==> src/rtl/shared_reg_arbiter.sv <==
// rtl/shared_reg_arbiter.sv - round-robin arbiter owning one shared WIDTH-bit register
module shared_reg_arbiter #(
  parameter int N           = 4,
  parameter int WIDTH       = 8,
  parameter int HOLD_CYCLES = 2,
  localparam int OW         = (N > 1) ? $clog2(N) : 1,
  localparam int CW         = (HOLD_CYCLES > 1) ? $clog2(HOLD_CYCLES) : 1
) (
  input  logic               clk,
  input  logic               rst,
  input  logic [N-1:0]       req,
  input  logic [N*WIDTH-1:0] wdata,
  output logic [N-1:0]       gnt,
  output logic [OW-1:0]      owner,
  output logic               busy,
  output logic               last,
  output logic [WIDTH-1:0]   q,
  output logic [WIDTH-1:0]   qbar
);

  typedef enum logic [0:0] {
    S_IDLE = 1'b0,
    S_BUSY = 1'b1
  } state_t;

  state_t           state, state_nxt;
  logic [N-1:0]     gnt_nxt;
  logic [OW-1:0]    owner_nxt;
  logic [WIDTH-1:0] q_nxt;
  logic [CW-1:0]    cnt, cnt_nxt;
  logic [OW-1:0]    ptr, ptr_nxt;

  logic             found;
  logic [OW-1:0]    win_idx;
  logic [WIDTH-1:0] win_data;
  int               scan_idx;
  logic             arb_now;

  // Rotating priority search: first requester at or after ptr, wrapping.
  always_comb begin
    found    = 1'b0;
    win_idx  = '0;
    win_data = '0;
    scan_idx = 0;
    for (int i = 0; i < N; i++) begin
      scan_idx = int'(ptr) + i;
      if (scan_idx >= N) begin
        scan_idx = scan_idx - N;
      end
      if (!found && req[scan_idx]) begin
        found    = 1'b1;
        win_idx  = OW'(scan_idx);
        win_data = wdata[scan_idx*WIDTH +: WIDTH];
      end
    end
  end

  // Arbitrate when idle or on the final cycle of the current grant.
  assign arb_now = (state == S_IDLE) || (cnt == '0);

  // Next-state and next-register values; holding is the default.
  always_comb begin
    state_nxt = state;
    gnt_nxt   = gnt;
    owner_nxt = owner;
    q_nxt     = q;
    cnt_nxt   = cnt;
    ptr_nxt   = ptr;
    if (arb_now) begin
      if (found) begin
        state_nxt        = S_BUSY;
        gnt_nxt          = '0;
        gnt_nxt[win_idx] = 1'b1;
        owner_nxt        = win_idx;
        q_nxt            = win_data;
        cnt_nxt          = CW'(HOLD_CYCLES - 1);
        ptr_nxt          = (win_idx == OW'(N - 1)) ? '0 : win_idx + OW'(1);
      end else begin
        state_nxt = S_IDLE;
        gnt_nxt   = '0;
        owner_nxt = '0;
      end
    end else begin
      cnt_nxt = cnt - CW'(1);
    end
  end

  // State and shared register; reset aborts any grant and clears the register.
  always_ff @(posedge clk) begin
    if (rst) begin
      state <= S_IDLE;
      gnt   <= '0;
      owner <= '0;
      q     <= '0;
      cnt   <= '0;
      ptr   <= '0;
    end else begin
      state <= state_nxt;
      gnt   <= gnt_nxt;
      owner <= owner_nxt;
      q     <= q_nxt;
      cnt   <= cnt_nxt;
      ptr   <= ptr_nxt;
    end
  end

  assign busy = |gnt;
  assign last = busy && (cnt == '0);
  assign qbar = ~q;

endmodule

==> config.mk <==
export PLATFORM = sky130hd
export DESIGN_NAME = shared_reg_arbiter
export DESIGN_NICKNAME = d
export VERILOG_FILES = /design/src/rtl/shared_reg_arbiter.sv
export SDC_FILE = /design/constraint.sdc
export NUM_CORES = 1
export LEC_CHECK = 0
export CAP_MARGIN = 25
export CELL_PAD_IN_SITES_DETAIL_PLACEMENT = 1
export CELL_PAD_IN_SITES_GLOBAL_PLACEMENT = 2
export CORE_MARGIN = 10
export CORE_UTILIZATION = 31
export DETAILED_ROUTE_END_ITERATION = 7
export HOLD_SLACK_MARGIN = 0.05
export PLACE_DENSITY_LB_ADDON = 0.15
export SYNTH_ARGS = -nofsm -noshare
export SYNTH_HDL_FRONTEND = slang
export SYNTH_SLANG_ARGS = --single-unit
==> constraint.sdc <==
create_clock -name clk -period 5 [get_ports clk]
set_input_delay 1.25 -clock clk [delete_from_list [all_inputs] [get_ports clk]]
set_output_delay 1.25 -clock clk [all_outputs]
set_load 0.005 [all_outputs]
==> qor.csv, run 1 <==
stage,metric,value,unit
sta,fin_ws,1.29,ns
pwr,p_per_area,569,nW/um2
floorplanning,initial_core_util,32.0,%
sta,worstMarginPinSlew,0.908,ns
setup_path,critPathCaptureType,register,
yosys,syn-num-nets,254,
finish,diodes,0,
clock_network,clk_path_buf_depth,2,
sta,fmax,0.270,GHz
clock_network,cts_tree,done,
clock_network,post_cts_resize_count,0,
setup_path,critPathRequiredTime,5.14,ns
finish,drive_gt1_share,20.6,%
sta,slew_headroom,39.3,%
yosys,synth.avg_cell_area,9.77,um2
sta,hold_slack,0.457,ns
clock_network,cts-root-buf,clkbuf_8,
clock_network,cts_hold_buf,0,
detailed_routing,via_per_inst,5.60,
yosys,yosysTopAreaCell,mux4_2,
clock_network,cts_setup_buffers,0,
pwr,p_leak,1.02,nW
floorplanning,core-area,6390,um2
place,place_ws,1.01,ns
floorplanning,num_rows,29,
setup_path,cp-start-kind,input pin,
finish,multi_input_area,1510,um2
floorplanning,die_w,101,um
yosys,syn_area,2040,um2
yosys,yosysSeqAreaShare,17.6,%
detailed_routing,wl_per_cell,18.6,um
yosys,synth_ff_type,dfxtp_1,
yosys,synth-edff-count,0,
place,place.port_buffers,61,
yosys,synth_seq_cells,18,
finish,area_growth,33.0,%
yosys,synthCells,209,
sta,fin_crit_sh,74.1,%
detailed_routing,vias,1870,
setup_path,cpMaxStageDelayCell,mux4_2,
yosys,async_flop_share,0,%
setup_path,max_stage_delay,0.65,ns
setup_path,worst-path-buf-inv,1,
finish,fillCellCount,713,
finish,ff_latch_area,362,um2
clock_network,clk_latency,0.26,ns
detailed_routing,firstDrtPassIters,4,
detailed_routing,drt_wl_total,6200,um
sta,rsz0062_at_grt,no,
sta,tns,0,ns
place,gp_congestion,0.755,
global_routing,grt_max_degree,41,
yosys,synth_most_common_cell,mux2i_1,
floorplanning,dieHeight,101,um
place,hpwl,4970,um
setup_path,cp_cell_sequence,"clkdlybuf4s50_1, mux4_2, nor2b_1, and3_1, a21oi_1, a221oi_2",
yosys,ys_types,38,
setup_path,cp.arrival,3.85,ns
global_routing,grt_pass1_wl,10300,um
setup_path,criticalPathCategory,input pin to register,
run_status,status,finished clean,
setup_path,path_delay_family,simple AND/OR/NAND/NOR gates,
sta,drv_slew,0,
detailed_routing,drt_iter0_markers,83,
clock_network,cts_sinks,18,
sta,layout_min_cycle_time,3.71,ns
global_routing,grtUsageTotal,12.1,%
finish,post-route-util,42.5,%
global_routing,antenna_found_initial,0,
detailed_routing,antenna_left,0,
yosys,synth_area_leaders,"mux4_2 (22%), dfxtp_1 (18%), mux2i_1 (12%)",
setup_path,cp_max_fo,12,
global_routing,gr-total-overflow,0,
run,cap_violations,0,
clock_network,path_clk_slew,0.07,ns
floorplanning,die_area,10200,um2
pwr,vdd_ir_drop_max,0.304,mV
min_path,min_path_type,register to register,
yosys,synth_common_cells,"mux2i_1 (24), mux4_2 (20), dfxtp_1 (18)",
sta,hold_viol,0,
detailed_routing,drc,0,
sta,setup_viol,0,
clock_network,cts_buffers,3,
floorplanning,ios,62,
global_routing,grt_pass1_vias,1990,
finish,fin_nets,303,
yosys,synth_top_area_share,22.1,%
yosys,yosysWarnings,0,
clock_network,cts_max_level,1,
sta,finClkSkew,0.0107,ns
[logic make-up after synthesis]
logic type / synth area share (%)
and+or+nand+nor: 13.8
adders and majority gates: 4.29
buffers and inverters: 8.27
muxes: 35.6
AOI/OAI and AO/OA: 20.4
DFF: 17.6
[stage by stage]
stage | instances | power, mW | cell area [um2]
2_1_floorplan | 209 | 1.08 | 2040
3_3_place_gp | 330 | 1.44 | 2660
3_5_place_dp | 330 | 1.45 | 2660
4_1_cts | 334 | 1.57 | 2720
5_1_grt | 334 | 1.70 | 2720
6_report | 334 | 1.54 | 2720
[tightest hold or removal path: cells and delay by family, from the launching register on]
family,cells,cell delay [ns]
AOI/OAI and AO/OA,1,0.05
DFF,1,0.31
and+or+nand+nor,1,0.05
[report_power, final]
part	switching (mW)	internal, mW
logic	0.595	0.598
registers	0.0342	0.199
clock network	0.0483	0.0700
[state kept, by name, summed over array words and instances (netlist names)]
register	count
cnt	1
ptr	2
state	1
gnt	4
q	8
owner	2
[metal layers]
layer / GRT usage, % / vias up / part of all wire, %
met2: 19.8 / 54 / 47
li1: - / 903 / -
met4: 2.25 / 0 / 0.71
met1: 16.4 / 908 / 47
met5: 0 / - / 0
met3: 2.18 / 5 / 5.5
[cell usage in the layout (no fill, tap or decap), types with 2 or more instances in the layout]
cell type         n
nand2_1          17
o31ai_1           2
clkdlybuf4s50_1  61
mux4_2           20
clkbuf_8          4
ha_1              7
buf_4             4
nor2_1           15
a221oi_2          8
nand3_1          12
dfxtp_1          17
mux2_2            2
o221a_2           8
nor2b_1           2
or2_2             2
a21oi_1          14
mux2i_1          24
o221ai_1          8
inv_1            12
[cell type report]
type	instances	area share, %
Clock buffer	4	2.03
Inverter	13	1.80
Multi-Input combinational cell	157	55.7
Sequential cell	18	13.3
Tap cell	77	3.55
Timing Repair Buffer	65	23.6
[path summary, 6_finish.rpt]
kind | start | to | slack, ns | depth (start not counted)
max | req[1] | q[2] | 1.29 | 6
min | owner[1] | owner[1] | 0.46 | 2
max reg2reg | ptr[1] | q[2] | 1.70 | 9
min reg2reg | owner[1] | owner[1] | 0.46 | 2
Power figures use the tool's default switching activity.
==> run 2, diff against run 1 <==
Settings changed: CORE_UTILIZATION 31 to 26.
Clock period 5 ns to 3.3 ns, I/O delays scaled along.
==> run 2 against run 1 <==
  * Clock power grew 30%
  * Register-to-register slack got worse by 1.3 ns
  * Hold slack got worse by 0.0041 ns
  * Critical path type is now register to register
  * Worst setup slack lost 0.86 ns
==> qor.csv, run 2 (synthesized netlist as in run 1, its figures left out) <==
stage,metric,value,unit,change
run_status,status,finished clean,,
global_routing,grt_pass1_wl,10800,um,+4.3%
min_path,hold_start,owner[1],,
place,place_ws,0.183,ns,-0.829 ns
setup_path,cp_max_fo,18,,+6
detailed_routing,drc,0,,unchanged
sta,fin_crit_sh,86.8,%,
floorplanning,die_area,11800,um2,+15%
pwr,vdd_ir_drop_max,0.309,mV,+1.6%
finish,fin_nets,309,,+2.0%
clock_network,cts-root-buf,clkbuf_8,,
finish,layout_common_cells,"clkdlybuf4s50_1 (61), mux2i_1 (24), mux4_2 (20), nand2_1 (17), dfxtp_1 (17)",,
sta,worstMarginPinSlew,0.532,ns,-0.376 ns
setup_path,criticalPathCategory,register to register,,
global_routing,antenna_found_initial,0,,unchanged
global_routing,use_met1,15.3,%,-1.1 points
sta,fmax,0.349,GHz,
finish,fillCellCount,877,,+23%
clock_network,path_clk_slew,0.07,ns,about the same
setup_path,cp-startpoint,ptr[1],,
global_routing,grt_pass1_vias,2000,,+0.50%
pwr,clkPwrFrac,6.4,%,-1.3 points
detailed_routing,drt_wl_total,6530,um,+5.2%
setup_path,max_stage_delay,0.64,ns,about the same
clock_network,cts_max_level,1,,unchanged
finish,final_common_cell,clkdlybuf4s50_1,,
pwr,p_comb_share,78.2,%,+1.0 points
global_routing,grtUsageTotal,11.2,%,-0.92 points
pwr,p_int,1.33,mW,+54%
place,place.port_buffers,61,,unchanged
floorplanning,die_w,109,um,+7.4%
place,gp_congestion,0.809,,+7.2%
global_routing,gr-total-overflow,0,,unchanged
detailed_routing,via_per_inst,5.12,,-8.6%
setup_path,critPathCaptureType,register,,
finish,layout_top_registers,"q: 8 flops, gnt: 4 flops",,
pwr,p_switching,1.05,mW,+55%
global_routing,grt_max_degree,36,,-12%
run,cap_violations,0,,unchanged
finish,diodes,0,,unchanged
sta,drv_slew,0,,unchanged
setup_path,cpMaxStageDelayCell,or4_4,,
pwr,p_sw_share,44.1,%,+0.26 points
floorplanning,core-area,7690,um2,+20%
place,hpwl,5260,um,+5.8%
sta,fin_ws,0.435,ns,-0.860 ns
floorplanning,num_rows,32,,+10%
sta,layout_min_cycle_time,2.87,ns,
clock_network,post_cts_resize_count,0,,unchanged
clock_network,cts_hold_buf,0,,unchanged
sta,rsz0062_at_grt,no,,
setup_path,r2r-start,ptr[1],,
detailed_routing,antenna_left,0,,unchanged
floorplanning,dieHeight,109,um,+7.4%
min_path,min_path_type,register to register,,
sta,tns,0,ns,unchanged
finish,largest_reg_flops,8,,unchanged
clock_network,cts_setup_buffers,0,,unchanged
setup_path,cp.arrival,3.03,ns,-0.82 ns
global_routing,busiest_layer,met2,,
finish,largest_register,q,,
pwr,p_per_area,857,nW/um2,+51%
finish,area_growth,36.0,%,
sta,finClkSkew,0.00654,ns,-0.00413 ns
global_routing,use_met2,17.9,%,-1.8 points
pwr,p_leak,1.04,nW,+2.1%
detailed_routing,wl_per_cell,17.9,um,-3.4%
setup_path,worst-path-buf-inv,1,,unchanged
floorplanning,initial_core_util,26.6,%,-5.4 points
sta,hold_viol,0,,unchanged
clock_network,clk_path_buf_depth,2,,unchanged
sta,hold_slack,0.453,ns,-0.00413 ns
clock_network,cts_buffers,3,,unchanged
setup_path,critPathRequiredTime,3.47,ns,-1.67 ns
detailed_routing,firstDrtPassIters,4,,unchanged
floorplanning,ios,62,,unchanged
global_routing,grt_use_met3,1.36,%,-0.82 points
sta,setup_viol,0,,unchanged
finish,drive_gt1_share,22.1,%,+1.5 points
clock_network,cts_sinks,18,,unchanged
setup_path,path_delay_family,simple AND/OR/NAND/NOR gates,,
clock_network,clk_latency,0.25,ns,about the same
detailed_routing,drt_iter0_markers,60,,-28%
detailed_routing,vias,1862,,-0.43%
pwr,seq_power_share,15.4,%,+0.3 points
clock_network,cts_tree,done,,
setup_path,cp_cell_sequence,"clkinv_1, ha_1, mux4_2, or4_4, nand2_8, a21oi_1, a221oi_2",,
setup_path,cp-start-kind,register,,
sta,slew_headroom,64.6,%,+25 points
run 2: metrics by stage:
stage | instances | total power [mW] | area [um2] | utilization [%]
after CTS | 364 | 2.42 | 2780 | 36.1
final | 364 | 2.38 | 2780 | 36.1
after global routing | 364 | 2.60 | 2780 | 36.1
after floorplan | 209 | 1.63 | 2040 | -
after detailed placement | 361 | 2.26 | 2740 | 35.6
after global placement | 361 | 2.25 | 2740 | 35.6
run 2: path summary, 6_finish.rpt:
| check | end | slack [ns] | cells past startpoint |
|---|---|---|---|
| worst max register to register | q[4] | 0.43 | 7 |
| worst max-delay path | q[4] | 0.43 | 7 |
| worst min-delay path | owner[1] | 0.45 | 2 |
| worst min register to register | owner[1] | 0.45 | 2 |
run 2: worst min-delay path, delay by kind of cell, from the launching register on:
family,cells,cell delay [ns]
flip-flops,1,0.31
AND/OR/NAND/NOR,1,0.05
AO/OA/AOI/OAI,1,0.05
run 2: layout make-up:
type                       instances  area (um2)  share of cell area [%]
sequential                        18         362                    13.0
inverter                          13        48.8                    1.76
clock buffer                       3        41.3                    1.49
tap                              102         128                    4.59
multi-input combinational        157        1510                    54.5
timing repair buffer              71         686                    24.7
run 2: power by group through the flow:
stage | registers [mW] | clock network [mW] | logic [mW]
2_1_floorplan | 0.356 | 0 | 1.28
3_3_place_gp | 0.373 | 0 | 1.88
3_5_place_dp | 0.374 | 0 | 1.89
4_1_cts | 0.369 | 0.161 | 1.89
5_1_grt | 0.383 | 0.169 | 2.05
6_report | 0.367 | 0.153 | 1.86
run 2: per-layer routing:
metal | share of wire, % | vias to the layer above
met5 | 0 | -
met4 | 1.3 | 0
met3 | 4.3 | 5
met2 | 46 | 41
met1 | 49 | 901
li1 | - | 915
